## config.mk

```make
export PLATFORM = sky130hd
export DESIGN_NAME = dyn_bias_seq
export DESIGN_NICKNAME = d
export VERILOG_FILES = /design/src/rtl/dyn_bias_seq.sv
export SDC_FILE = /design/constraint.sdc
export NUM_CORES = 1
export LEC_CHECK = 0
export CAP_MARGIN = 20
export CORE_AREA = 2 2 71 100
export DETAILED_ROUTE_END_ITERATION = 10
export DIE_AREA = 0 0 73 102
export REMOVE_ABC_BUFFERS = 1
export SYNTH_ARGS = -nofsm -noshare
export SYNTH_HDL_FRONTEND = slang
export SYNTH_SLANG_ARGS = --single-unit
export TNS_END_PERCENT = 10
```

## constraint.sdc

```tcl
create_clock -name clk -period 2.2 [get_ports clk]
set_input_delay 0.44 -clock clk [delete_from_list [all_inputs] [get_ports clk]]
set_output_delay 0.44 -clock clk [all_outputs]
set_load 0.02 [all_outputs]
```

## src/rtl/dyn_bias_seq.sv

```systemverilog
// rtl/dyn_bias_seq.sv - OTA dynamic-bias gain-code sequencer with soft ramp and over-current back-off
module dyn_bias_seq #(
  parameter int CODE_W     = 6,
  parameter int STEP_CYC   = 16,
  parameter int SETTLE_CYC = 8,
  parameter int OC_MAX     = 3
) (
  input  logic                          clk,
  input  logic                          rstn,
  input  logic                          en,
  input  logic [CODE_W-1:0]             tgt_code,
  input  logic                          tgt_vld,
  output logic                          tgt_rdy,
  input  logic                          oc_flag,
  input  logic                          clr_fault,
  output logic [CODE_W-1:0]             gain_code,
  output logic                          bias_en,
  output logic                          ready,
  output logic                          fault,
  output logic [$clog2(OC_MAX+1)-1:0]   oc_cnt
);

  localparam int OCW = $clog2(OC_MAX + 1);
  localparam int STW = $clog2(STEP_CYC + 1);
  localparam int SEW = $clog2(SETTLE_CYC + 1);
  localparam logic [OCW-1:0]    OC_LIM     = OCW'(OC_MAX);
  localparam logic [STW-1:0]    STEP_LIM   = STW'(STEP_CYC);
  localparam logic [SEW-1:0]    SETTLE_LIM = SEW'(SETTLE_CYC);
  localparam logic [CODE_W-1:0] CODE_MAX   = '1;

  typedef enum logic [2:0] {S_OFF, S_RAMP, S_SETTLE, S_HOLD, S_FAULT} state_t;

  state_t            state_q, state_d;
  logic [CODE_W-1:0] tgt_q, tgt_d;
  logic [CODE_W-1:0] code_q, code_d;
  logic              bias_en_q, bias_en_d;
  logic              ready_q, ready_d;
  logic              fault_q, fault_d;
  logic [OCW-1:0]    oc_cnt_q, oc_cnt_d;
  logic [STW-1:0]    step_q, step_d;
  logic [SEW-1:0]    settle_q, settle_d;
  logic              oc_s1_q, oc_s2_q, oc_s3_q;

  logic              oc_rise;
  logic              accept;
  logic [CODE_W-1:0] tgt_acc;
  logic [CODE_W-1:0] eff_tgt;
  logic [CODE_W-1:0] code_dn;
  logic [CODE_W-1:0] code_up;
  logic [OCW-1:0]    oc_inc;
  logic [STW-1:0]    step_inc;
  logic [SEW-1:0]    settle_inc;
  logic              oc_hit;

  // Two-flop synchronizer for the comparator flag plus one delay stage for edge detection
  always_ff @(posedge clk or negedge rstn) begin
    if (!rstn) begin
      oc_s1_q <= 1'b0;
      oc_s2_q <= 1'b0;
      oc_s3_q <= 1'b0;
    end else begin
      oc_s1_q <= oc_flag;
      oc_s2_q <= oc_s1_q;
      oc_s3_q <= oc_s2_q;
    end
  end

  // Request handshake and arithmetic helpers shared by every state
  always_comb begin
    oc_rise    = oc_s2_q & ~oc_s3_q;
    tgt_rdy    = ((state_q == S_OFF) || (state_q == S_HOLD)) && !oc_rise;
    accept     = tgt_vld & tgt_rdy;
    tgt_acc    = accept ? tgt_code : tgt_q;
    eff_tgt    = en ? tgt_q : '0;
    code_dn    = (code_q == '0) ? '0 : code_q - 1'b1;
    code_up    = (code_q == CODE_MAX) ? CODE_MAX : code_q + 1'b1;
    oc_inc     = oc_cnt_q + 1'b1;
    step_inc   = step_q + 1'b1;
    settle_inc = settle_q + 1'b1;
    oc_hit     = oc_rise && ((state_q == S_RAMP) || (state_q == S_SETTLE) || (state_q == S_HOLD));
  end

  // Next-state logic; an over-current edge overrides stepping, settling and new targets
  always_comb begin
    state_d  = state_q;
    tgt_d    = tgt_acc;
    code_d   = code_q;
    oc_cnt_d = oc_cnt_q;
    step_d   = step_q;
    settle_d = settle_q;
    if (oc_hit) begin
      code_d   = code_dn;
      tgt_d    = code_dn;
      oc_cnt_d = oc_inc;
      step_d   = '0;
      settle_d = '0;
      if (oc_inc == OC_LIM) begin
        state_d = S_FAULT;
        code_d  = '0;
      end else begin
        state_d = S_RAMP;
      end
    end else begin
      unique case (state_q)
        S_OFF: begin
          code_d = '0;
          if (en && (tgt_acc != '0)) begin
            state_d = S_RAMP;
            step_d  = '0;
          end
        end
        S_RAMP: begin
          if (code_q == eff_tgt) begin
            step_d   = '0;
            settle_d = '0;
            state_d  = (eff_tgt == '0) ? S_OFF : S_SETTLE;
          end else if (step_inc == STEP_LIM) begin
            step_d = '0;
            code_d = (code_q < eff_tgt) ? code_up : code_dn;
          end else begin
            step_d = step_inc;
          end
        end
        S_SETTLE: begin
          if (eff_tgt != code_q) begin
            state_d  = S_RAMP;
            step_d   = '0;
            settle_d = '0;
          end else if (settle_inc == SETTLE_LIM) begin
            state_d  = S_HOLD;
            settle_d = '0;
          end else begin
            settle_d = settle_inc;
          end
        end
        S_HOLD: begin
          if (!en || (accept && (tgt_code != code_q))) begin
            state_d = S_RAMP;
            step_d  = '0;
          end
        end
        S_FAULT: begin
          code_d = '0;
          if (clr_fault && !en) begin
            state_d  = S_OFF;
            oc_cnt_d = '0;
            tgt_d    = '0;
          end
        end
        default: begin
          state_d = S_OFF;
          code_d  = '0;
        end
      endcase
    end
    bias_en_d = (state_d == S_RAMP) || (state_d == S_SETTLE) || (state_d == S_HOLD);
    ready_d   = (state_d == S_HOLD);
    fault_d   = (state_d == S_FAULT);
  end

  // State and registered outputs; reset drops the bias immediately with no ramp down
  always_ff @(posedge clk or negedge rstn) begin
    if (!rstn) begin
      state_q   <= S_OFF;
      tgt_q     <= '0;
      code_q    <= '0;
      bias_en_q <= 1'b0;
      ready_q   <= 1'b0;
      fault_q   <= 1'b0;
      oc_cnt_q  <= '0;
      step_q    <= '0;
      settle_q  <= '0;
    end else begin
      state_q   <= state_d;
      tgt_q     <= tgt_d;
      code_q    <= code_d;
      bias_en_q <= bias_en_d;
      ready_q   <= ready_d;
      fault_q   <= fault_d;
      oc_cnt_q  <= oc_cnt_d;
      step_q    <= step_d;
      settle_q  <= settle_d;
    end
  end

  assign gain_code = code_q;
  assign bias_en   = bias_en_q;
  assign ready     = ready_q;
  assign fault     = fault_q;
  assign oc_cnt    = oc_cnt_q;

endmodule

```

## Word-level counts from Yosys, hierarchy flattened

Cells that the tools add are included.

- Reductions and logical operators: 26
- Div/mod/pow operators: 0
- Magnitude comparators: 1
- $add $sub $neg: 5
- Multiplexer cells: 38
- Equal/unequal tests: 22
- Shift-type cells: 0
- Bitwise operators: 3
- Multiply operators: 0

Operators with widths:

| operator | number |
|---|---|
| two-way mux 6 bit | 12 |
| two-way mux 5 bit | 6 |
| two-way mux 3 bit | 8 |
| case mux 5 bit (4 select lines) | 1 |
| two-way mux 4 bit | 4 |
| != test 3 x 2 -> 1 bit, second input constant | 5 |
| case mux 3 bit (5 select lines) | 1 |
| == test 3 x 2 -> 1 bit, second input constant | 4 |
| logical NOT 6 bit | 2 |
| != test 6 bit | 2 |
| case mux 6 bit (2 select lines) | 1 |
| two-way mux 2 bit | 4 |
| case mux 4 bit (2 select lines) | 1 |
| adder 6 x 1 -> 6 bit, second input constant | 1 |
| == test 3 x 1 -> 1 bit, second input constant | 2 |
| == test 3 bit, second input constant | 2 |
| == test 6 bit | 1 |
| == test 6 bit, second input constant | 1 |
| logical OR 1 bit | 6 |
| < comparator 6 bit | 1 |
| nonzero test 6 bit | 1 |
| subtractor 6 x 1 -> 6 bit, second input constant | 1 |
| adder 5 x 1 -> 5 bit, second input constant | 1 |
| == test 5 bit, second input constant | 1 |
| other kinds (18) | 26 |

- Memories: 0
- Bits in read-only memories: 0
- Word-level logic and storage cells: 107
- Latch bits: 0
- Register bits after elaboration: 32
- Bits in writable memories: 0

## Logic depth before layout (Yosys ltp)

- Word-level depth: 14
- Depth in mapped cells: 10
- Gate-level depth less buffers: 8

## Worst setup path after synthesis

No wires, ideal clock.

- Kind: register -> register
- From: reg code_q[0] (netlist: gain_code[0])
- To: reg step_q[2]
- Data arrival time: 2.120 ns
- Cell stages (with the launch flop): 11
- Setup time: 0.129 ns
- Slack: -0.049 ns
- Period minus slack after synthesis: 2.249 ns
- Data required time: 2.071 ns
- Cells stage by stage: dfrtp_1 clkbuf_1 inv_1 ha_1 nand3_1 or2_1 clkbuf_1 nor2_1 o211a_1 o31ai_1 o21ai_1

- Word-level cells in the longest chain between the ends: 5
- Elaborated cells between the ends (all ways): 11
- Classes of those cells: eq/ne: 5; mux: 3; reduce/logical: 3

Ends and longest elaborated chain:

| item | line | source |
|---|---|---|
| start, declared | 35 | `logic [CODE_W-1:0] code_q, code_d;` |
| start signal, assigned | 176 | `code_q <= code_d;` |
| != test 6 bit | 137 | `if (!en \|\| (accept && (tgt_code != code_q))) begin` |
| logical AND 1 bit | 137 |  |
| logical OR 1 bit | 137 |  |
| != test 3 x 2 -> 1 bit (no source line) | n/a |  |
| AND reduction 4 bit (no source line) | n/a |  |
| end signal, assigned | 181 | `step_q <= step_d;` |
| end, declared | 40 | `logic [STW-1:0] step_q, step_d;` |

Several ways; a longest one is shown, not always the timed one.
A chain may end at the register's enable or synchronous reset.

## Worst setup path after layout

- From: reg state_q[1]
- To: reg code_q[3] (netlist: gain_code[3])

- Word-level cells in the longest chain between the ends: 6
- Elaborated cells between the ends (all ways): 13
- Classes of those cells: eq/ne: 6; mux: 2; reduce/logical: 5

Ends and longest elaborated chain:

| item | line | source |
|---|---|---|
| start, declared | 33 | `state_t state_q, state_d;` |
| start signal, assigned | 174 | `state_q <= state_d;` |
| == test 3 x 1 -> 1 bit or == test 3 x 2 -> 1 bit (tied branches) | 80, 104 |  |
| logical OR 1 bit (2 in series) | 80 | `oc_hit = oc_rise && ((state_q == S_RAMP) \|\| (state_q == S_SETTLE) \|\| (state_q == S_HOLD));` |
| logical AND 1 bit | 80 |  |
| != test 3 x 2 -> 1 bit (no source line) (tied with other cells) | n/a |  |
| AND reduction 3 bit (no source line) | n/a |  |

Several ways; a longest one is shown, not always the timed one.

==> run_results.csv <==
group,metric,value,unit
setup_path,cpMaxStageDelayCell,"dfrtp_1",
detailed_routing,wl_per_cell,15.6,um
placement,place.gp.congestion,0.828,
setup_path,critPathMaxFanout,11,
synthesis,synthTopCellsByCount,"32 x dfrtp_1, 25 x nand2_1, 21 x nor2_1, 16 x o21ai_0, 13 x ha_1",
min_path,hold_depth,0,
synthesis,yosysMostFrequentCell,"dfrtp_1",
sta,fmaxAchievable,0.482,GHz
power,swShare,43.5,%
sta,slew_violations,0,
cts,clk_latency,280,ps
power,power.density,1330,nW/um^2
cells_and_area,multi_input_area,1350,um^2
power,pwr-share-comb,58.7,%
synthesis,ys.flop_type,"dfrtp_1",
synthesis,synth_edf_count,0,
setup_path,crit_path_max_incr_delay,530,ps
cells_and_area,num-nets-final,315,
detailed_routing,drt_iter0_markers,73,
placement,dpl.hpwl,4340,um
global_route,grt_pass1_vias,2011,
die,rows,35,
detailed_routing,dr_wl_met2,3030,um
cts,h-tree-depth,2,
detailed_routing,via_count,2004,
min_path,min_from,"oc_s1_q",
detailed_routing,dr.max_layer_used,"met4",
setup_path,crit_chain,"nand2b_1 > nor3_2 > nand4b_1 > buf_4 > o221ai_1 > o21a_1",
detailed_routing,m1WireLength,2420,um
setup_path,critPathLaunchType,"flip-flop",
global_route,globalRouteOverflowTotal,0,
setup_path,crit_required,2420,ps
job,maxCapViolCount,0,
cells_and_area,area_delta_synth_final,23.6,%
sta,rsz0062_at_grt,"no",
global_route,grt_max_degree,33,
power,p_seq_share,26.0,%
synthesis,synth_seq_cells,32,
placement,post_dp_cell_area,2630,um^2
synthesis,yosysWarnings,0,
global_route,antenna_found_initial,0,
placement,place_worst_setup_slack,-550,ps
setup_path,cp_top_family,"simple AND/OR/NAND/NOR gates",
power,pwr-share-clk,15.2,%
cts,cts_made_buffers,5,
sta,tightest_slew,428,ps
die,core,6530,um^2
synthesis,syn_area,2230,um^2
setup_path,regToRegSetupSlack,120,ps
synthesis,async_reset_ff_share,100,%
synthesis,syn_area_per_cell,8.83,um^2
detailed_routing,route.met3.wl,125,um
sta,min_period,2080,ps
min_path,holdCritPathClass,"reg2reg",
setup_path,r2r_start,"state_q[1]",
sta,fin_skew,12.3,ps
cts,cts_root_buf,"clkbuf_8",
cells_and_area,diodes,0,
die,die_w,73,um
detailed_routing,drt_first_pass_iters,4,
power,leakage,1.22,nW
cells_and_area,stdcell_count,365,
cells_and_area,fillers,663,
global_route,grt_usage,16.5,%
min_path,worstHoldEndpoint,"oc_s2_q",
cts,cts_buffer_depth,2,
detailed_routing,via_per_inst,5.49,
cells_and_area,seqCellArea,801,um^2
cells_and_area,stdcell_area,2750,um^2
detailed_routing,detail-route-antenna-nets,0,
status,outcome,"complete, no violations",
synthesis,synth_top_area_share,36.0,%
synthesis,syn_inst,252,
global_route,grt_pass1_wl,9640,um
sta,hold_violations,0,
die,initial_utilization,34.1,%
sta,relSlewSlack,71.5,%
setup_path,cp-end-kind,"flip-flop",
synthesis,synth_area_leaders,"dfrtp_1 36%, ha_1 7.3%, mux2i_1 4.9%",
cts,cts.sink_count,32,
synthesis,synth_top_cell_by_area,"dfrtp_1",
setup_path,ff2ff_path_depth,6,
placement,place.port_buffers,23,
sta,period_share,94.4,%
sta,setup_violations,0,
setup_path,arrival,2300,ps
detailed_routing,finalWirelength,5690,um
cells_and_area,drive_above_1_share,13.7,%
sta,setup_ws,123,ps
die,dieArea,7450,um^2
power,p_int,0.00207,W
sta,setup_tns,0,ps
cts,cts_tree,"built",
power,ir_worst_vdd,0.809,mV
setup_path,r2r_end,"gain_code[3]",
detailed_routing,drc,0,
die,die_h,102,um
synthesis,yosysSeqAreaShare,36.0,%
cts,path_clk_slew,80,ps
cells_and_area,post-route-util,42.1,%
setup_path,critPathBufInv,1,
die,ioPinCount,24,
power,netSwitchingPower,0.00159,W
synthesis,synth.distinct_cells,53,
setup_path,critPathLaunch,"state_q[1]",
placement,place_inst,356,
setup_path,critPathKind,"reg2reg",
-- layer usage --
layer | vias up | GRT usage [%]
met5 | - | 0
met3 | 8 | 2.56
met1 | 976 | 19.8
li1 | 996 | -
met4 | 0 | 6.41
met2 | 24 | 29.2
-- stage by stage --
| step | power (W) | hold slack [ps] |
|---|---|---|
| global route | 0.00396 | 363 |
| global placement | 0.00304 | 337 |
| CTS | 0.00367 | 362 |
| detailed placement | 0.00308 | 348 |
| finish | 0.00367 | 355 |
| floorplan | 0.00228 | 144 |
-- cell families after synthesis --
logic type | share of synthesized area [%]
simple gates | 21.7
compound gates | 21.0
flops | 36.0
buf+inv | 4.05
fa+ha+maj | 7.31
xor+xnor | 5.06
mux | 4.95
-- worst max-delay path by stage --
stage / cells past startpoint / slack (ps) / to
final: 6 / 120 / gain_code[3]
after global routing: 6 / 10 / gain_code[3]
after CTS: 10 / 60 / gain_code[2]
after detailed placement: 10 / -550 / gain_code[2]
after global placement: 10 / -490 / step_q[3]
after floorplan: 7 / 130 / gain_code[5]
-- repair_timing --
| action | 4_1_cts | 5_1_grt |
|---|---|---|
| hold buffers | 0 | 0 |
| pin swaps | 1 | 1 |
| endpoints found under the setup margin | 20 | 13 |
| buffers inserted | 0 | 1 |
| resized for setup | 5 | 3 |
-- power groups by stage --
stage | logic [W] | clock network (W) | registers [W]
5_1_grt | 0.00238 | 0.000595 | 0.000981
2_1_floorplan | 0.00120 | 0 | 0.00108
3_3_place_gp | 0.00208 | 0 | 0.000958
6_report | 0.00215 | 0.000559 | 0.000954
3_5_place_dp | 0.00212 | 0 | 0.000965
4_1_cts | 0.00215 | 0.000571 | 0.000954
-- worst reg2reg max path: stages (launching register included) --
cell      delay [ps]
dfrtp_1          530
nand2b_1         290
nor3_2           310
nand4b_1         360
buf_4            250
o221ai_1         130
o21a_1           140
-- layout make-up --
type	count	area share [%]
Clock buffer	6	2.64
Inverter	7	0.955
Clock inverter	2	1.27
Multi-Input combinational cell	201	49.0
Timing Repair Buffer	43	13.6
Tap cell	74	3.37
Sequential cell	32	29.1
-- cell usage in the layout (no fill, tap or decap), types with 4 or more instances in the layout --
cell type / instances
a21oi_1: 8
a31oi_1: 4
buf_4: 20
clkbuf_8: 5
clkdlybuf4s50_1: 21
dfrtp_1: 32
ha_1: 13
inv_1: 7
mux2i_1: 11
nand2_1: 25
nand2b_1: 7
nand3_1: 10
nor2_1: 21
nor3_1: 10
nor4_1: 4
o21ai_0: 16
o21ai_1: 4
o22ai_1: 7
xnor2_1: 5
xor2_1: 6
-- flip-flops by register name, summed over array words and instances, names as in the netlist, 2 cells and up --
| register | count |
|---|---|
| tgt_q | 6 |
| state_q | 3 |
| step_q | 5 |
| gain_code | 6 |
| oc_cnt | 2 |
| settle_q | 4 |
Power figures use the tool's default switching activity.
